`src/rtl/axis_serial_tx.sv`:
```
// axis_serial_tx: serialises an AXI-Stream byte stream into preamble/start/data/last/stop framed bits on one line
module axis_serial_tx #(
    parameter int DATA_W       = 8,
    parameter int PREAMBLE_LEN = 8,
    parameter int IDLE_MIN     = 4
) (
    input  logic              ref_clk,
    input  logic              rst,
    input  logic [DATA_W-1:0] s_axis_tdata,
    input  logic              s_axis_tvalid,
    output logic              s_axis_tready,
    input  logic              s_axis_tlast,
    output logic              tx_out,
    output logic              busy
);
    localparam int MAXC = (PREAMBLE_LEN > DATA_W) ?
                          ((PREAMBLE_LEN > IDLE_MIN) ? PREAMBLE_LEN : IDLE_MIN) :
                          ((DATA_W > IDLE_MIN) ? DATA_W : IDLE_MIN);
    localparam int CW = $clog2(MAXC + 1);
    // Preamble bit k is ~k[0]; with a down-counter k = PREAMBLE_LEN-1-cnt, so k[0] = PAR0 ^ cnt[0]
    localparam logic PAR0 = 1'((PREAMBLE_LEN - 1) % 2);

    typedef enum logic [2:0] {IDLE, PREAMBLE, START, DATA, LAST, STOP, HOLD, GAP} state_t;

    state_t            state, state_n;
    logic [CW-1:0]     cnt, cnt_n;
    logic [DATA_W-1:0] sh, sh_n;
    logic              last_q, last_n, tx_n, xfer;

    assign s_axis_tready = !rst && (state == IDLE || state == HOLD || (state == STOP && !last_q));
    assign xfer          = s_axis_tvalid && s_axis_tready;
    assign busy          = state != IDLE;

    // Next-state, counter and shift-register update; the line level is derived from the next state so tx_out is registered
    always_comb begin
        state_n = state;
        cnt_n   = cnt;
        sh_n    = sh;
        last_n  = last_q;
        if (xfer) begin
            sh_n   = s_axis_tdata;
            last_n = s_axis_tlast;
        end
        case (state)
            IDLE: if (xfer) begin
                state_n = PREAMBLE;
                cnt_n   = CW'(PREAMBLE_LEN - 1);
            end
            PREAMBLE: if (cnt == 0) state_n = START;
                      else cnt_n = cnt - 1'b1;
            START: begin
                state_n = DATA;
                cnt_n   = CW'(DATA_W - 1);
            end
            DATA: begin
                sh_n = sh >> 1;
                if (cnt == 0) state_n = LAST;
                else cnt_n = cnt - 1'b1;
            end
            LAST: state_n = STOP;
            STOP: if (last_q) begin
                state_n = GAP;
                cnt_n   = CW'(IDLE_MIN - 1);
            end else state_n = xfer ? START : HOLD;
            HOLD: if (xfer) state_n = START;
            GAP: if (cnt == 0) state_n = IDLE;
                 else cnt_n = cnt - 1'b1;
            default: state_n = IDLE;
        endcase
        tx_n = (state_n == PREAMBLE) ? ~(PAR0 ^ cnt_n[0]) :
               (state_n == START)    ? 1'b0 :
               (state_n == DATA)     ? sh_n[0] :
               (state_n == LAST)     ? last_n : 1'b1;
    end

    // State register with synchronous reset that aborts any frame and returns the line high
    always_ff @(posedge ref_clk) begin
        if (rst) begin
            state  <= IDLE;
            cnt    <= '0;
            sh     <= '0;
            last_q <= 1'b0;
            tx_out <= 1'b1;
        end else begin
            state  <= state_n;
            cnt    <= cnt_n;
            sh     <= sh_n;
            last_q <= last_n;
            tx_out <= tx_n;
        end
    end
endmodule
```
`config.mk`:
```
export PLATFORM = sky130hd
export DESIGN_NAME = axis_serial_tx
export DESIGN_NICKNAME = d
export VERILOG_FILES = /design/src/rtl/axis_serial_tx.sv
export SDC_FILE = /design/constraint.sdc
export NUM_CORES = 1
export LEC_CHECK = 0
export ABC_AREA = 1
export CAP_MARGIN = 5
export CORE_MARGIN = 1.5
export CORE_UTILIZATION = 30
export CTS_BUF_LIST = sky130_fd_sc_hd__clkbuf_8
export CTS_CLUSTER_DIAMETER = 120
export DETAILED_ROUTE_END_ITERATION = 12
export GPL_ROUTABILITY_DRIVEN = 0
export GPL_TIMING_DRIVEN = 1
export PLACE_DENSITY_LB_ADDON = 0.15
export SLEW_MARGIN = 10
export SYNTH_ARGS = -nofsm -noshare
export SYNTH_HDL_FRONTEND = slang
export SYNTH_SLANG_ARGS = --single-unit
```
`constraint.sdc`:
```
create_clock -name ref_clk -period 1.23 [get_ports ref_clk]
set_input_delay 0.123 -clock ref_clk [delete_from_list [all_inputs] [get_ports ref_clk]]
set_output_delay 0.123 -clock ref_clk [all_outputs]
set_load 0.05 [all_outputs]
```
==> results of run 1 <==
where the power goes:
| part | leakage [nW] | switching [mW] | internal, mW |
|---|---|---|---|
| sequential | 0.142 | 0.121 | 0.673 |
| clock | 0.0269 | 0.195 | 0.222 |
| combinational | 0.613 | 1.10 | 1.21 |
| total | 0.782 | 1.41 | 2.11 |
worst min-delay path: stages:
cell	delay, ps
clkdlybuf4s50_1	390
nand2_1	60
a31oi_1	70
state kept, by name, indices dropped and copies added (netlist names):
| name | flops |
|---|---|
| last_q | 1 |
| state | 3 |
| tx_out | 1 |
| cnt | 4 |
| sh | 8 |
layout make-up:
type | count | area [um^2]
Clock buffer | 3 | 41.3
Clock inverter | 1 | 3.75
Fill cell | 275 | 1250
Inverter | 18 | 78.8
Multi-Input combinational cell | 109 | 711
Sequential cell | 17 | 354
Tap cell | 44 | 55.1
Timing Repair Buffer | 61 | 554
how the worst max path moves through the flow:
stage                               end  cells past startpoint
after floorplan                  tx_out                      8
after global placement           tx_out                      9
after detailed placement         tx_out                      9
after CTS                 s_axis_tready                      7
after global routing             tx_out                     11
final                            tx_out                     11
cells by family after synthesis:
| family | count (synthesis) | share of synthesized area (%) |
|---|---|---|
| AO/OA/AOI/OAI | 23 | 13.7 |
| buffers and inverters | 21 | 9.14 |
| flip-flops | 17 | 35.5 |
| AND/OR/NAND/NOR | 86 | 41.6 |
synth_stat cells:
cell       n
clkbuf_1   1
nor2_4     3
dfxtp_1   17
nor2_1    19
nor4_1     1
inv_2      3
o21ai_2    1
nand3_4    1
or2_1      1
a21oi_1    7
nor3_1     1
nand3_1    8
inv_1     15
nand3b_1   2
o21bai_1   1
nand2_2    2
nor2_2     1
nand4_1    1
buf_2      1
buf_6      1
nand2_1   45
nand3_2    1
a31oi_1    7
o22ai_1    1
o21ai_0    6
repair_timing:
item                                    CTS  global route
endpoints found under the setup margin   19            19
pin swaps                                11             8
endpoints found under the hold margin     0             0
buffers inserted                         11             5
gates resized for setup                  39            20
through the flow:
stage	total power [mW]	cells	instance area, um^2
final	3.52	253	1800
after global placement	2.32	234	1440
after floorplan	1.56	147	991
after detailed placement	2.34	234	1440
after CTS	3.27	248	1700
after global routing	3.74	253	1800
metal layers:
metal,wire [um],share of wire [%],track usage (%),up-vias
met5,0,0,0,-
met4,99,3.2,7.62,0
met3,118,3.9,2.84,9
met2,1550,51,33.3,34
met1,1290,42,20.1,531
li1,-,-,-,595
==> run metrics, run 1 <==
violated checks=negative setup slack; post-synthesis sequential area ratio=35.5%; Synth top area share=a little over a third; WL per Instance=around 12 um; GRT Total Usage=between 15 and 20%; Detail Placement HPWL=around 2000 um; slowest stage delay, CP=approximately 400 ps; initial antenna violation count=0; status=finished with violations; worst path arrival time=1620 ps; Site Rows=20; DR pass1 iterations=4; Tightest Pin Transition=roughly 280 ps; Setup crit start=state[2]; number of CTS-inserted buffers=3; Max Fclk=0.678 GHz; WHS=~440 ps; Cells after Synth=~150; largest net degree at the start of global routing=17; Vias=about 1200; DRT Wirelength=between 3000 and 4000 um; data required time at the worst endpoint=approximately 1400 ps; CTS tree=built; Hold Fails Final Rpt=0; vias per cell=approximately 4.6; core region area=3050 um^2; Leak=0.782 nW; Area contributors post-synth=dfxtp_1 (36%), nand2_1 (18%), nor2_1 (7.4%), inv_1 (5.9%), a31oi_1 (4.6%); flop-to-flop setup slack=-240 ps; Critical Path Source Type=flip-flop; Max Clock Skew=between 5 and 6 ps; post-synth top area cell=dfxtp_1; post-route core utilization=slightly below 60%; diode count=0; final setup margin=-245 ps; Crit path buffers/inverters=2; layout cells sized above 1=between 40% and 50%; Clock Sinks=17; drc violations=0; die area=~3500 um^2; # H-tree levels=1; reg2reg start=state[2]; Layout area overhead=87.6%; peak fanout along the critical path=6; clk buf depth=2; max_cap viols=0; synthesized area=approximately 960 um^2; final worst-path cycle share=120%; fin crit period=1470 ps; RSZ-0062 raised after global routing=yes; Final ANT Viol Nets=0; clock root buffer=clkbuf_8; Crit path max-delay family=simple AND/OR/NAND/NOR gates; Layout Nets=between 200 and 250; Synthesized Nets=between 150 and 200; first-pass GRT wire length=about 4600 um; reg2reg end=tx_out; port bufs=14; min-delay src=s_axis_tdata[2]; Setup violations, final=19; VDD IR max=roughly 0.65 mV; vias in the first global route=around 1100; Yosys cell types=25; commonest cells after routing, fill and taps aside=buf_4 (41), nand2_1 (34), nor2_1 (14), dfxtp_1 (12); critical path class=flip-flop to flip-flop; Clock transition at path regs=around 70 ps; die width=roughly 60 um; Post-CTS Hold Buffers=0; Cell Chain, Critical Path=inv_4 > nand2_4 > nand2_4 > nor2_4 > nand3_4 > nand2_2 > nand3_2 > inv_2 > nand2_1 > nand2_1 > nand3_1; Avg Cell Area, Syn=6.52 um^2; setup TNS=-2890 ps; Ys Warns=0; Die Ht=59.5 um; dpl ws=-352 ps; R2R cell count=11; starting density of the core=31.4%; CP max stage cell=dfxtp_4; DRT iter0 DRCs=23; Clock Latency Late Sink=~260 ps; Setup crit end kind=flip-flop; Max-slew headroom=81.3%; worst hold stages=3; Ports=15; register bit total from synthesis=17; pwr/cell area=1960 nW/um^2; Max Slew Vio Count=0; leading cell type in the layout, fill and taps excluded=buf_4; Hold WC Path Type=input pin to flip-flop; total grt overflow=0; Hold EP=sh[2]
No activity file was read; power rests on OpenSTA's default activity.
==> inputs of run 2 (changes only) <==
--- a/config.mk
+++ b/config.mk
@@ -7,7 +7,7 @@
 export LEC_CHECK = 0
 export ABC_AREA = 1
 export CAP_MARGIN = 5
-export CORE_MARGIN = 1.5
+export CORE_MARGIN = 5
 export CORE_UTILIZATION = 30
 export CTS_BUF_LIST = sky130_fd_sc_hd__clkbuf_8
 export CTS_CLUSTER_DIAMETER = 120
==> run 2 against run 1 <==
  * The run still ends with negative setup slack left
  * Via count decreased by 3.4%
  * Sequential power decreased by 1%
  * Critical path depth decreased by 1
  * Highest routed layer unchanged
  * Non-clock buffer count decreased by 9
  * Critical endpoint unchanged
  * Cell count decreased by 3.6%
  * Flip-flop and latch count unchanged
  * First-iteration DRC count increased by 39%
  * Clock power decreased by 1%
==> run metrics, run 2 (same netlist as run 1, synthesis figures left out) <==
status=finished with violations; violated checks=negative setup slack; drc violations=0; layout cells sized above 1=around 51%; first-pass GRT wire length=between 4000 and 5000 um; CTS tree=built; leading cell type in the layout, fill and taps excluded=nand2_1; final setup margin=-220 ps; reg2reg end=tx_out; Sw Ratio=42.1%; post-route core utilization=57.8%; R2R cell count=10; vias in the first global route=roughly 1100; Reg area=352 um^2; Layout Nets=213; # H-tree levels=1; largest register by flop count=sh; clk buf depth=2; worst path arrival time=between 1500 and 2000 ps; fin cells=between 200 and 250; Max Fclk=0.690 GHz; VDD IR max=~0.85 mV; max reg flops=8; Setup violations, final=18; Max Clock Skew=about 2.4 ps; sw power=1.39 mW; Detail Placement HPWL=about 2000 um; Layout area overhead=84.1%; pwr/cell area=about 1900 nW/um^2; Comb pwr share=63.8%; DRT Wirelength=approximately 3000 um; footprint of the multi-input gates=around 740 um^2; initial antenna violation count=0; fin crit period=between 1000 and 1500 ps; vias per cell=around 4.6; Setup crit end kind=flip-flop; RSZ-0062 raised after global routing=yes; Setup crit start=state[2]; Critical Path Source Type=flip-flop; clock root buffer=clkbuf_8; worst hold stages=3; Vias=1129; critical path class=flip-flop to flip-flop; power share of the clock group=about an eighth; final worst-path cycle share=118%; min-delay src=s_axis_tdata[2]; WL per Instance=~12 um; Hold Fails Final Rpt=0; GRT Total Usage=13.9%; P_int=roughly 1.9 mW; flop-to-flop setup slack=-220 ps; largest net degree at the start of global routing=17; diode count=0; max_cap viols=0; dpl ws=-367 ps; Die Ht=roughly 67 um; number of CTS-inserted buffers=3; starting density of the core=a little under a third; Final ANT Viol Nets=0; setup TNS=-2280 ps; die area=4420 um^2; data required time at the worst endpoint=between 1000 and 1500 ps; core region area=~3100 um^2; commonest cells after routing, fill and taps aside=nand2_1 (35), buf_4 (28), dfxtp_1 (14), nor2_1 (11), clkdlybuf4s50_1 (11); Max Slew Vio Count=0; sequential share of power=a little under a quarter; Ports=15; total grt overflow=0; Clock transition at path regs=around 70 ps; Clock Latency Late Sink=250 ps; dpl cells=230; Hold EP=sh[2]; die width=approximately 67 um; peak fanout along the critical path=6; Largest regs=sh: 8 flops, cnt: 4 flops, state: 3 flops; Tightest Pin Transition=around 230 ps; DR pass1 iterations=4; Hold WC Path Type=input pin to flip-flop; Max-slew headroom=84.7%; total power=3.31 mW; port bufs=14; Site Rows=20; Clock Sinks=17; reg2reg start=state[2]; fillcell total=about 280; DRT iter0 DRCs=32; Leak=0.751 nW
==> run 2: cell count changes in the layout (fill, tap and decap cells not counted), moves of 2 or more <==
cell     change
buf_4       -13
buf_6        +5
inv_1        -4
inv_2        +4
nor2_1       -3
dfxtp_1      +2
dfxtp_2      -2
inv_4        -2
nor2_4       +2
==> run 2: layer usage <==
metal	vias up	share of wire, %	GRT usage (%)
li1	579	-	-
met1	520	44	17.3
met2	24	52	23.4
met3	6	2.8	2.70
met4	0	1.8	5.08
met5	-	0	0
==> run 2: worst max-delay path by stage <==
stage	end	slack, ps
after floorplan	tx_out	-130
after global placement	tx_out	-310
after detailed placement	tx_out	-370
after CTS	tx_out	-200
after global routing	tx_out	-300
final	tx_out	-220
==> run 2: final cells by class <==
cell class,instances,share of cell area [%]
Tap cell,44,3.12
Sequential cell,17,19.9
Clock buffer,3,2.34
Inverter,18,4.68
Clock inverter,1,0.213
Timing Repair Buffer,52,27.9
Multi-Input combinational cell,109,41.8
==> run 2: through the flow <==
step	hold WS (ps)	instance area, um^2
CTS	445	1640
global route	470	1760
finish	448	1760
global placement	468	1410
floorplan	267	991
detailed placement	471	1410
==> run 2: power groups by stage <==
stage	Clock (mW)	Sequential, mW	Combinational (mW)
finish	0.412	0.783	2.11
global route	0.446	0.797	2.26
CTS	0.431	0.773	1.89
detailed placement	0	0.763	1.51
global placement	0	0.758	1.51
floorplan	0	0.800	0.763
==> run 2: worst max-delay path: stages (launching register included) <==
cell	delay, ps
dfxtp_4	380
inv_4	50
nand2_4	70
nand2_4	50
nor2_4	120
buf_6	110
nand3_4	90
o21ai_2	170
nand2_1	60
a21oi_1	140
nand3_1	90
==> run 2: repair_timing <==
| item | 4_1_cts | 5_1_grt |
|---|---|---|
| pin swaps | 17 | 17 |
| endpoints found under the setup margin | 19 | 19 |
| cloned | 0 | 0 |
| buffers inserted | 7 | 4 |
| hold buffers | 0 | 0 |
| resized for setup | 41 | 30 |
